===== src/rtl/jtag_bscan_pkg.sv =====
// Shared types and constants for the boundary-scan TAP.
// State encoding follows the customary 1149.1 assignment.
package jtag_bscan_pkg;

  typedef enum logic [3:0] {
    TAP_EXIT2_DR = 4'h0,
    TAP_EXIT1_DR = 4'h1,
    TAP_SHIFT_DR = 4'h2,
    TAP_PAUSE_DR = 4'h3,
    TAP_SEL_IR   = 4'h4,
    TAP_UPD_DR   = 4'h5,
    TAP_CAP_DR   = 4'h6,
    TAP_SEL_DR   = 4'h7,
    TAP_EXIT2_IR = 4'h8,
    TAP_EXIT1_IR = 4'h9,
    TAP_SHIFT_IR = 4'hA,
    TAP_PAUSE_IR = 4'hB,
    TAP_RTI      = 4'hC,
    TAP_UPD_IR   = 4'hD,
    TAP_CAP_IR   = 4'hE,
    TAP_TLR      = 4'hF
  } tap_state_e;

  localparam logic [3:0] OP_EXTEST = 4'h0;
  localparam logic [3:0] OP_SAMPLE = 4'h1;
  localparam logic [3:0] OP_IDCODE = 4'h2;
  localparam logic [3:0] OP_BYPASS = 4'hF;

  localparam logic [1:0] IR_CAPTURE = 2'b01;

endpackage


===== src/rtl/jtag_tap_fsm.sv =====
// 16-state TAP controller driven by TMS, with state decodes.
// next_o lets the parent act on the edge that enters a state.
module jtag_tap_fsm
  import jtag_bscan_pkg::*;
(
  input  logic       clk_i,
  input  logic       rst_i,
  input  logic       tms_i,
  output tap_state_e state_o,
  output tap_state_e next_o,
  output logic       tlr_o,
  output logic       shift_dr_o,
  output logic       capture_dr_o,
  output logic       update_dr_o,
  output logic       shift_ir_o,
  output logic       capture_ir_o,
  output logic       update_ir_o
);

  tap_state_e state_q, state_d;

  always_ff @(posedge clk_i) begin
    if (rst_i) state_q <= TAP_TLR;
    else       state_q <= state_d;
  end

  always_comb begin
    state_d = state_q;
    unique case (state_q)
      TAP_TLR:      state_d = tms_i ? TAP_TLR      : TAP_RTI;
      TAP_RTI:      state_d = tms_i ? TAP_SEL_DR   : TAP_RTI;
      TAP_SEL_DR:   state_d = tms_i ? TAP_SEL_IR   : TAP_CAP_DR;
      TAP_CAP_DR:   state_d = tms_i ? TAP_EXIT1_DR : TAP_SHIFT_DR;
      TAP_SHIFT_DR: state_d = tms_i ? TAP_EXIT1_DR : TAP_SHIFT_DR;
      TAP_EXIT1_DR: state_d = tms_i ? TAP_UPD_DR   : TAP_PAUSE_DR;
      TAP_PAUSE_DR: state_d = tms_i ? TAP_EXIT2_DR : TAP_PAUSE_DR;
      TAP_EXIT2_DR: state_d = tms_i ? TAP_UPD_DR   : TAP_SHIFT_DR;
      TAP_UPD_DR:   state_d = tms_i ? TAP_SEL_DR   : TAP_RTI;
      TAP_SEL_IR:   state_d = tms_i ? TAP_TLR      : TAP_CAP_IR;
      TAP_CAP_IR:   state_d = tms_i ? TAP_EXIT1_IR : TAP_SHIFT_IR;
      TAP_SHIFT_IR: state_d = tms_i ? TAP_EXIT1_IR : TAP_SHIFT_IR;
      TAP_EXIT1_IR: state_d = tms_i ? TAP_UPD_IR   : TAP_PAUSE_IR;
      TAP_PAUSE_IR: state_d = tms_i ? TAP_EXIT2_IR : TAP_PAUSE_IR;
      TAP_EXIT2_IR: state_d = tms_i ? TAP_UPD_IR   : TAP_SHIFT_IR;
      TAP_UPD_IR:   state_d = tms_i ? TAP_SEL_DR   : TAP_RTI;
    endcase
  end

  assign state_o      = state_q;
  assign next_o       = state_d;
  assign tlr_o        = (state_q == TAP_TLR);
  assign shift_dr_o   = (state_q == TAP_SHIFT_DR);
  assign capture_dr_o = (state_q == TAP_CAP_DR);
  assign update_dr_o  = (state_q == TAP_UPD_DR);
  assign shift_ir_o   = (state_q == TAP_SHIFT_IR);
  assign capture_ir_o = (state_q == TAP_CAP_IR);
  assign update_ir_o  = (state_q == TAP_UPD_IR);

endmodule


===== src/rtl/jtag_bscan_tap.sv =====
// TAP, instruction register, BYPASS/IDCODE registers and the
// control strobes feeding an external boundary-scan chain.
module jtag_bscan_tap
  import jtag_bscan_pkg::*;
#(
  parameter int                  IR_WIDTH     = 4,
  parameter logic [31:0]         IDCODE_VALUE = 32'h1000_0DB3,
  parameter logic [IR_WIDTH-1:0] INSTR_EXTEST = IR_WIDTH'(OP_EXTEST),
  parameter logic [IR_WIDTH-1:0] INSTR_SAMPLE = IR_WIDTH'(OP_SAMPLE),
  parameter logic [IR_WIDTH-1:0] INSTR_IDCODE = IR_WIDTH'(OP_IDCODE),
  parameter logic [IR_WIDTH-1:0] INSTR_BYPASS = '1
) (
  input  logic                clk_i,
  input  logic                rst_i,
  input  logic                tms_i,
  input  logic                tdi_i,
  output logic                tdo_o,
  output logic                tdo_en_o,
  output logic                bs_scan_o,
  input  logic                bs_scan_i,
  output logic                bs_shift_dr_o,
  output logic                bs_capture_dr_o,
  output logic                bs_update_dr_o,
  output logic                bs_enable_o,
  output logic                bs_mode_o,
  output logic [IR_WIDTH-1:0] ir_o,
  output logic                tlr_o
);

  tap_state_e state, next;
  logic shift_ir, cap_ir, upd_ir;

  jtag_tap_fsm u_fsm (
    .clk_i        (clk_i),
    .rst_i        (rst_i),
    .tms_i        (tms_i),
    .state_o      (state),
    .next_o       (next),
    .tlr_o        (tlr_o),
    .shift_dr_o   (bs_shift_dr_o),
    .capture_dr_o (bs_capture_dr_o),
    .update_dr_o  (bs_update_dr_o),
    .shift_ir_o   (shift_ir),
    .capture_ir_o (cap_ir),
    .update_ir_o  (upd_ir)
  );

  logic [IR_WIDTH-1:0] ir_sr_q, ir_sr_d, ir_q, ir_d;
  logic [31:0]         idcode_q, idcode_d;
  logic                bypass_q, bypass_d;
  logic                sel_ext, sel_smp, sel_id, sel_chain, sel_byp;

  // Anything not explicitly decoded falls back to BYPASS.
  assign sel_ext   = (ir_q == INSTR_EXTEST);
  assign sel_smp   = (ir_q == INSTR_SAMPLE);
  assign sel_id    = (ir_q == INSTR_IDCODE);
  assign sel_chain = sel_ext | sel_smp;
  assign sel_byp   = ~(sel_chain | sel_id);

  always_comb begin
    ir_sr_d  = ir_sr_q;
    ir_d     = ir_q;
    idcode_d = idcode_q;
    bypass_d = bypass_q;
    if (cap_ir)        ir_sr_d = IR_WIDTH'(IR_CAPTURE);
    else if (shift_ir) ir_sr_d = {tdi_i, ir_sr_q[IR_WIDTH-1:1]};
    if (next == TAP_TLR) ir_d = INSTR_IDCODE;
    else if (upd_ir)     ir_d = ir_sr_q;
    if (sel_id) begin
      if (bs_capture_dr_o)    idcode_d = IDCODE_VALUE;
      else if (bs_shift_dr_o) idcode_d = {tdi_i, idcode_q[31:1]};
    end
    if (sel_byp) begin
      if (bs_capture_dr_o)    bypass_d = 1'b0;
      else if (bs_shift_dr_o) bypass_d = tdi_i;
    end
  end

  always_ff @(posedge clk_i) begin
    if (rst_i) begin
      ir_sr_q  <= '0;
      ir_q     <= INSTR_IDCODE;
      idcode_q <= IDCODE_VALUE;
      bypass_q <= 1'b0;
    end else begin
      ir_sr_q  <= ir_sr_d;
      ir_q     <= ir_d;
      idcode_q <= idcode_d;
      bypass_q <= bypass_d;
    end
  end

  always_comb begin
    tdo_o = 1'b0;
    if (shift_ir) begin
      tdo_o = ir_sr_q[0];
    end else if (bs_shift_dr_o) begin
      if (sel_chain)   tdo_o = bs_scan_i;
      else if (sel_id) tdo_o = idcode_q[0];
      else             tdo_o = bypass_q;
    end
  end

  assign tdo_en_o    = shift_ir | bs_shift_dr_o;
  assign bs_scan_o   = tdi_i;
  assign bs_enable_o = sel_chain;
  assign bs_mode_o   = sel_ext;
  assign ir_o        = ir_q;

endmodule

===== config.mk =====
export PLATFORM = sky130hd
export DESIGN_NAME = jtag_bscan_tap
export DESIGN_NICKNAME = d
export VERILOG_FILES = /design/src/rtl/jtag_bscan_pkg.sv /design/src/rtl/jtag_tap_fsm.sv /design/src/rtl/jtag_bscan_tap.sv
export SDC_FILE = /design/constraint.sdc
export NUM_CORES = 1
export LEC_CHECK = 0
export ABC_AREA = 0
export ABC_CLOCK_PERIOD_IN_PS = 4650
export BUFFER_PORTS_ARGS = -buffer_cell sky130_fd_sc_hd__buf_2
export CORE_MARGIN = 5
export CORE_UTILIZATION = 40
export CTS_CLUSTER_SIZE = 16
export DETAILED_ROUTE_END_ITERATION = 10
export GPL_TIMING_DRIVEN = 0
export HOLD_SLACK_MARGIN = 0.05
export MAX_ROUTING_LAYER = met4
export SYNTH_ARGS = -nofsm -noshare
export SYNTH_HDL_FRONTEND = slang
export SYNTH_HIERARCHICAL = 1
export SYNTH_SLANG_ARGS = --single-unit

===== constraint.sdc =====
create_clock -name clk_i -period 4.65 [get_ports clk_i]
set_input_delay 0.2325 -clock clk_i [delete_from_list [all_inputs] [get_ports clk_i]]
set_output_delay 0.2325 -clock clk_i [all_outputs]
set_load 0.05 [all_outputs]

## After elaboration in Yosys (flattened, before gate mapping)

Index checks and enable logic that the tools add are counted.

| word-level totals | value |
|---|---|
| output and inout bits | 13 |
| logic and storage cells | 62 |
| memories kept | 0 |
| ROM bits | 0 |
| latch bits | 0 |
| bits in writable memories | 0 |
| flip-flop bits (word level) | 45 |

| cells by class | value |
|---|---|
| shift-type cells | 0 |
| div/mod/pow operators | 0 |
| bitwise logic cells | 4 |
| add/subtract/negate cells | 0 |
| multipliers | 0 |
| multiplexer cells | 23 |
| magnitude comparators | 0 |
| eq/ne operators | 18 |
| reductions and logical operators | 11 |

Operator list:

| cell | count |
|---|---|
| two-way mux 32 bit | 2 |
| case mux 4 bit (12 select lines) | 1 |
| equality test 4 bit (second input constant) | 9 |
| equality test 4 x 3 -> 1 bit (second input constant) | 4 |
| equality test 4 x 2 -> 1 bit (second input constant) | 3 |
| two-way mux 2 bit | 6 |
| two-way mux 3 bit | 4 |
| two-way mux 1 bit | 9 |
| equality test 4 x 1 -> 1 bit (second input constant) | 2 |
| zero test 4 bit | 2 |
| OR reduction 2 bit | 4 |
| two-way mux 4 bit | 1 |
| AND reduction 2 bit | 2 |
| nonzero test 2 bit | 2 |
| bitwise OR 1 bit | 3 |
| OR reduction 3 bit | 1 |
| inverter 1 bit | 1 |

## Depth between registers and ports, before layout

Gate-level depths: netlist (run 1).

| logic depth | value |
|---|---|
| word-level depth | 5 |
| depth in mapped cells | 8 |
| gate-level depth less buffers | 5 |

## Hierarchy

Netlist (run 1), hierarchy kept.

Modules (own cells, without submodules):

| module | area each (µm²) | cells each | seq. area each (µm²) | instances |
|---|---|---|---|---|
| jtag_bscan_tap | 1859.3 | 197 | 820.8 | 1 |
| jtag_tap_fsm | 294.0 | 37 | 80.1 | 1 |

## Least setup slack after synthesis (run 1)

No wires, ideal clock.

| timing path | value |
|---|---|
| kind | register -> output |
| from | register u_fsm.state_q[0] (netlist: u_fsm/state_o[0]) |
| to | output tdo_o |
| cell stages (with the launch flop) | 7 |
| required time | 4.418 ns |
| arrival | 3.375 ns |
| path slack | 1.043 ns |
| path through | dfxtp_1 -> buf_2 -> nand2b_1 -> nor3_1 -> clkbuf_1 -> o21ai_0 -> o31ai_1 |

| between the ends | value |
|---|---|
| cells in the longest elaborated chain, start to end | 3 |

Ends and longest elaborated chain:

| what | line | RTL |
|---|---|---|
| start, declared | jtag_tap_fsm.sv:20 | `tap_state_e state_q, state_d;` |
| start signal, assigned | jtag_tap_fsm.sv:24 | `else state_q <= state_d;` |
| equality test 4 x 2 -> 1 bit | jtag_tap_fsm.sv:52 | `assign shift_dr_o = (state_q == TAP_SHIFT_DR);` |
| via bs_shift_dr_o | jtag_bscan_tap.sv:21 | `output logic bs_shift_dr_o,` |
| two-way mux 1 bit | jtag_bscan_tap.sv:97 | `end else if (bs_shift_dr_o) begin` |
| two-way mux 1 bit | jtag_bscan_tap.sv:95 | `if (shift_ir) begin` |
| end, declared | jtag_bscan_tap.sv:17 | `output logic tdo_o,` |

The timed path passes the listed nets, and every way through them passes these cells.

## Worst setup path in the final report (run 1)

| timing path | value |
|---|---|
| from | register u_fsm.state_q[1] (netlist: u_fsm/state_o[1]) |
| to | output tdo_en_o |

| between the ends | value |
|---|---|
| cells in the longest elaborated chain, start to end | 2 |

Ends and longest elaborated chain:

| what | line | RTL |
|---|---|---|
| equality test 4 bit / equality test 4 x 2 -> 1 bit (equally long branches) | jtag_tap_fsm.sv:55, jtag_tap_fsm.sv:52 |  |
| bitwise OR 1 bit * | jtag_bscan_tap.sv:104 | `assign tdo_en_o = shift_ir \| bs_shift_dr_o;` |
| end, declared | jtag_bscan_tap.sv:18 | `output logic tdo_en_o,` |

Mark *: on every way between the ends. The rest lies on a longest branch, timed or not.

==> results of run 1 <==
==> stage by stage <==
stage / worst slack, ns / instance area (um^2) / cells / total power [W]
floorplan: 1.04 / 2150 / 234 / 0.000519
global placement: 2.23 / 2330 / 321 / 0.000550
detailed placement: 2.28 / 2330 / 321 / 0.000550
CTS: 1.91 / 2440 / 329 / 0.000856
global route: 1.71 / 2440 / 329 / 0.000888
finish: 1.93 / 2440 / 329 / 0.000848
==> Yosys cell counts, drive strengths merged <==
library cell | n | area, um^2
a21oi | 33 | 165
o21ai | 27 | 135
nand4b | 23 | 201
nor3b | 2 | 15.0
a22o | 1 | 8.76
a211oi | 2 | 15.0
a221o | 1 | 10.0
nor2b | 4 | 32.5
mux2i | 6 | 60.1
nand3b | 1 | 7.51
dfxtp | 45 | 901
nand2 | 4 | 15.0
or4b | 1 | 13.8
o21a | 1 | 7.51
o22a | 1 | 8.76
a21bo | 1 | 10.0
nor4b | 1 | 23.8
nor2 | 13 | 51.3
nor4 | 10 | 119
a21o | 1 | 7.51
a41o | 1 | 10.0
buf | 11 | 82.6
or2 | 5 | 31.3
a211o | 1 | 8.76
o21bai | 9 | 67.6
mux2 | 1 | 15.0
clkbuf | 14 | 52.6
nor3 | 5 | 25.0
nand2b | 4 | 25.0
nand3 | 4 | 20.0
o31ai | 1 | 7.51
==> kinds of logic after synthesis <==
kind of cell | after synthesis | share of synthesized area [%]
simple gates | 77 | 27.0
mux | 7 | 3.49
flops | 45 | 41.8
compound gates | 80 | 21.4
buf+inv | 25 | 6.28
==> state kept, by name (all words and copies together) (netlist names) <==
name and cells:
bypass_q 1, idcode_q 32, ir_o 4, ir_sr_q 4, u_fsm/state_o 4
==> worst max path at each step <==
stage | startpoint | endpoint | slack [ns] | depth (start not counted)
detailed placement | u_fsm/state_o[1]$_SDFF_PP1_ | tdo_en_o | 2.28 | 6
global placement | u_fsm/state_o[1]$_SDFF_PP1_ | tdo_en_o | 2.23 | 6
floorplan | u_fsm/state_o[0]$_SDFF_PP1_ | tdo_o | 1.04 | 6
CTS | u_fsm/state_o[1]$_SDFF_PP1_ | tdo_en_o | 1.91 | 6
finish | u_fsm/state_o[1]$_SDFF_PP1_ | tdo_en_o | 1.93 | 6
global route | u_fsm/state_o[1]$_SDFF_PP1_ | tdo_en_o | 1.71 | 6
==> power by group through the flow <==
stage	clock network (W)	logic [W]	registers [W]
CTS	0.000314	0.000140	0.000401
floorplan	0	0.000106	0.000413
finish	0.000307	0.000140	0.000402
global placement	0	0.000140	0.000410
global route	0.000332	0.000152	0.000403
detailed placement	0	0.000140	0.000410
==> layout by cell type, fill, tap and decap left out, types with 9 or more instances in the layout <==
master and instances:
dfxtp_1 45, a21oi_1 33, o21ai_1 24, buf_2 23, nand4b_1 23, clkbuf_1 15
nor2_1 12, nor4_2 9, o21bai_1 9
==> area by class of cell <==
| cell class | count | area, um^2 | area share (%) |
|---|---|---|---|
| clock inverters | 1 | 30.0 | 1.23 |
| flip-flops and latches | 45 | 901 | 36.9 |
| repair buffers | 17 | 85.1 | 3.48 |
| clock buffers | 7 | 86.3 | 3.53 |
| well taps | 70 | 87.6 | 3.59 |
| multi-input cells | 164 | 1120 | 45.7 |
| plain buffers | 25 | 135 | 5.53 |
==> layer usage <==
metal	vias to the layer above	share of wire, %	wire length [um]	track usage (%)
li1	918	-	-	-
met1	892	52	2460	19.4
met2	14	45	2160	22.6
met5	-	0	0	-
met4	0	0.99	47	3.57
met3	4	2.0	97	3.27
==> worst reg2reg max path, stage by stage (launching register included) <==
cell and delay (ns):
dfxtp_1 0.52, nand2b_1 0.18, nor3_1 0.24, clkbuf_1 0.37, or2_0 0.16, clkbuf_1 0.40
nand3_1 0.13, a21oi_1 0.15
==> flow_summary_export.csv, run 1 <==
group,metric,value,unit
cells_and_area,antenna_cells,0,
sta,timing.fmax,367,MHz
cts,cts_setup_buffers,0,
cells_and_area,drive_above_1_share,20.5,%
synthesis,synth_cell_type_count,39,
critical_path,r2r_end,"idcode_q[31]$_SDFFE_PP0P_",
cells_and_area,finish.utilization,47.2,%
critical_path,r2r_setup_slack,2.43,ns
floorplan,io_pins,18,
floorplan,die_w,83.4,um
global_route,antenna_found_initial,0,
sta,max_slew_margin,59.4,%
sta,fin_setup_tns,0,ns
drt,ant_nets,0,
drt,drtIter0Drc,76,
critical_path,cpMostUsedCell,"clkbuf_1",
synthesis,syn_avg_cell_area,9.20,um^2
sta,finalHoldWorstSlack,0.207,ns
critical_path,crit_family,"buffers and inverters",
power_and_ir_drop,powerDensity,347,mW/mm^2
synthesis,yosys_register_bits,45,
cts,cts-root-buf,"clkbuf_8",
global_route,overflow,0,
drt,routed_wl,4760,um
cells_and_area,nFillCells,536,
sta,setup_viol,0,
critical_path,critPathKind,"reg -> out",
drt,wl_per_cell,14.5,um
critical_path,r2r-start,"u_fsm/state_o[1]$_SDFF_PP1_",
floorplan,dieArea,0.00695,mm^2
hold_path,hold_depth,2,
power_and_ir_drop,swShare,27.3,%
power_and_ir_drop,combPwrFrac,16.5,%
critical_path,r2r_cells,7,
sta,tightest_slew,0.607,ns
global_route,grt_pass1_vias,1736,
synthesis,synth_seq_area_share,41.8,%
global_route,grt_pass1_wl,8350,um
sta,min_period_over_period,58.5,%
synthesis,syn_area,0.00215,mm^2
power_and_ir_drop,peakVddDrop,0.158,mV
outcome,status,"finished clean",
critical_path,crit_required,4.42,ns
placement,gp_congestion,0.771,
placement,portBuffers,17,
cts,cts_hold_buf,0,
critical_path,crit_path_end_kind,"output pin",
sta,slew_viol_final,0,
global_route,grt_max_degree,14,
sta,finalHoldViolCount,0,
hold_path,worstHoldStart,"rst_i",
critical_path,arrival,2.49,ns
synthesis,synth_nets,239,
drt,viasPerCell,5.56,
hold_path,min_path_type,"in -> reg",
floorplan,die_h,83.4,um
critical_path,critPathLaunchType,"flop",
critical_path,cp_slowest_cell,"dfxtp_1",
drt,first_pass_iters,4,
sta,period_minus_slack,2.72,ns
floorplan,coreArea,0.00517,mm^2
cts,clock_path_buffers,2,
drt,drc,0,
cts,cts.sinks,45,
power_and_ir_drop,p_leak,0.883,nW
global_route,grt_usage,14.6,%
sta,skew,0.00699,ns
critical_path,crit_buf_inv,3,
cts,htreeDepth,2,
cells_and_area,nNetsFinal,263,
critical_path,cp_max_fo,10,
cts,path_clk_slew,0.08,ns
synthesis,postSynthCellCount,234,
floorplan,start_util,41.6,%
power_and_ir_drop,p_int,0.000616,W
placement,hpwl,3250,um
drt,num_vias,1828,
synthesis,ys_warn_count,6,
run,maxCapViolations,0,
critical_path,path_cells,"nand2b_1, nor3_1, clkbuf_1, clkbuf_1, or2_2, buf_2",
cts,cts_resized,0,
power_and_ir_drop,power_frac_seq,47.3,%
sta,grt_setup_unrepaired,"false",
cts,cts_tree,"done",
cts,clk_latency,0.30,ns
power_and_ir_drop,p_switching,0.000232,W
cts,cts_buffers,5,
critical_path,cpPeakStageDelay,0.52,ns
cells_and_area,area_growth,13.4,%
hold_path,holdPathEnd,"u_fsm/state_o[3]$_SDFF_PP1_",
power_and_ir_drop,clkPwrFrac,36.1,%
floorplan,row_count,26,
Note: power is estimated with default switching activity, not from simulation.
==> run 2: changes to the inputs <==
ABC_CLOCK_PERIOD_IN_PS = 2700   (was 4650)
clock period = 2.7 ns   (was 4.65 ns; I/O delays follow)
==> flow_summary_export.csv, run 2 (synthesized netlist as in run 1, its figures left out) <==
group,metric,value,unit
sta,finalHoldViolCount,0,
sta,grt_setup_unrepaired,"false",
sta,fin_ws,0.315,ns
cells_and_area,drive_above_1_share,21.7,%
critical_path,critPathKind,"reg -> out",
power_and_ir_drop,combPwrFrac,16.9,%
sta,skew,0.00617,ns
critical_path,arrival,2.25,ns
drt,wl_per_cell,14.4,um
global_route,grt_pass1_vias,1716,
sta,setup_viol,0,
critical_path,cp_max_fo,10,
drt,ant_nets,0,
floorplan,die_h,83.4,um
cts,cts_tree,"done",
global_route,met1_usage,19.5,%
drt,routed_wl,4730,um
placement,gp_congestion,0.763,
hold_path,min_path_type,"in -> reg",
cells_and_area,fin_cells,328,
cells_and_area,nNetsFinal,263,
power_and_ir_drop,p_int,0.00103,W
drt,drtIter0Drc,91,
power_and_ir_drop,powerDensity,585,mW/mm^2
sta,slew_viol_final,0,
drt,drc,0,
global_route,gr-usage-met2,22.4,%
run,maxCapViolations,0,
cts,clk_latency,0.30,ns
floorplan,row_count,26,
drt,first_pass_iters,4,
sta,min_period_over_period,88.3,%
cts,htreeDepth,2,
placement,post-place-ws,0.496,ns
power_and_ir_drop,p_switching,0.000399,W
global_route,antenna_found_initial,0,
floorplan,io_pins,18,
outcome,status,"finished clean",
critical_path,cpPeakStageDelay,0.51,ns
power_and_ir_drop,peakVddDrop,0.308,mV
power_and_ir_drop,swShare,27.9,%
placement,portBuffers,17,
sta,tightest_slew,0.602,ns
cells_and_area,top_register,"idcode_q",
cts,cts.sinks,45,
global_route,grt_max_degree,14,
cts,clock_path_buffers,2,
cells_and_area,final_cell_mix,"45 x dfxtp_1, 33 x a21oi_1, 24 x o21ai_1, 23 x buf_2, 23 x nand4b_1",
critical_path,critPathLaunchType,"flop",
placement,dpl.cell_count,321,
cts,cts_setup_buffers,0,
global_route,use_met3,3.27,%
sta,timing.fmax,419,MHz
power_and_ir_drop,p_leak,0.886,nW
cts,cts_buffers,5,
cells_and_area,largest_reg_flops,32,
global_route,grt_busiest_layer,"met2",
floorplan,die_w,83.4,um
cells_and_area,finish.utilization,47.2,%
power_and_ir_drop,clkPwrFrac,34.6,%
placement,hpwl,3200,um
critical_path,crit_family,"buffers and inverters",
sta,period_minus_slack,2.39,ns
sta,fin_setup_tns,0,ns
critical_path,path_cells,"nand2b_1, nor3_2, clkbuf_1, clkbuf_2, or2_2, buf_2",
cells_and_area,final_common_cell,"dfxtp_1",
global_route,grt_usage,14.7,%
cts,path_clk_slew,0.08,ns
floorplan,coreArea,0.00517,mm^2
global_route,overflow,0,
cts,cts_hold_buf,0,
cells_and_area,area_growth,13.4,%
drt,viasPerCell,5.53,
floorplan,start_util,41.6,%
critical_path,crit_required,2.57,ns
critical_path,cp_slowest_cell,"dfxtp_1",
critical_path,crit_path_end_kind,"output pin",
drt,num_vias,1813,
cts,cts-root-buf,"clkbuf_8",
sta,max_slew_margin,59.7,%
floorplan,dieArea,0.00695,mm^2
power_and_ir_drop,power_frac_seq,48.4,%
cells_and_area,antenna_cells,0,
critical_path,crit_buf_inv,3,
cts,cts_resized,0,
global_route,grt_pass1_wl,8290,um
[run 2: cell count changes in the layout (fill, tap and decap cells not counted), sizes merged]
cell,delta
clkinv,+1
clkbuf,-2
[run 2: per-stage QoR]
| stage | power [W] | hold slack [ns] | area [um^2] |
|---|---|---|---|
| floorplan | 0.000894 | 0.235 | 2160 |
| global placement | 0.000949 | 0.415 | 2340 |
| detailed placement | 0.000949 | 0.410 | 2340 |
| CTS | 0.00145 | 0.0940 | 2440 |
| global route | 0.00150 | 0.119 | 2440 |
| finish | 0.00143 | 0.0993 | 2440 |
[run 2: power by group through the flow]
stage	clock, W	combinational (W)	sequential, W
after floorplan	0	0.000183	0.000711
after global placement	0	0.000242	0.000707
after detailed placement	0	0.000242	0.000707
after CTS	0.000511	0.000243	0.000692
after global routing	0.000544	0.000262	0.000695
final	0.000494	0.000242	0.000691
[run 2: final cells by class]
cell class	instances	area, um^2
Buffer	25	136
Multi-Input combinational cell	164	1130
Fill cell	497	2730
Timing Repair Buffer	17	85.1
Tap cell	70	87.6
Clock inverter	2	35.0
Sequential cell	45	901
Clock buffer	5	68.8
[run 2: worst paths after layout]
check | startpoint | to | slack, ns | cells past startpoint
worst max register to register | u_fsm/state_o[1]$_SDFF_PP1_ | idcode_q[0]$_SDFFE_PP1P_ | 0.57 | 6
worst min-delay path | rst_i | u_fsm/state_o[3]$_SDFF_PP1_ | 0.1 | 2
worst min register to register | idcode_q[30]$_SDFFE_PP0P_ | idcode_q[30]$_SDFFE_PP0P_ | 0.48 | 2
worst max-delay path | u_fsm/state_o[1]$_SDFF_PP1_ | tdo_en_o | 0.31 | 6
[run 2: routing by layer]
metal,part of all wire (%),vias up
met3,3.0,6
met5,0,-
met1,49,876
met2,46,20
li1,-,911
met4,1.5,0
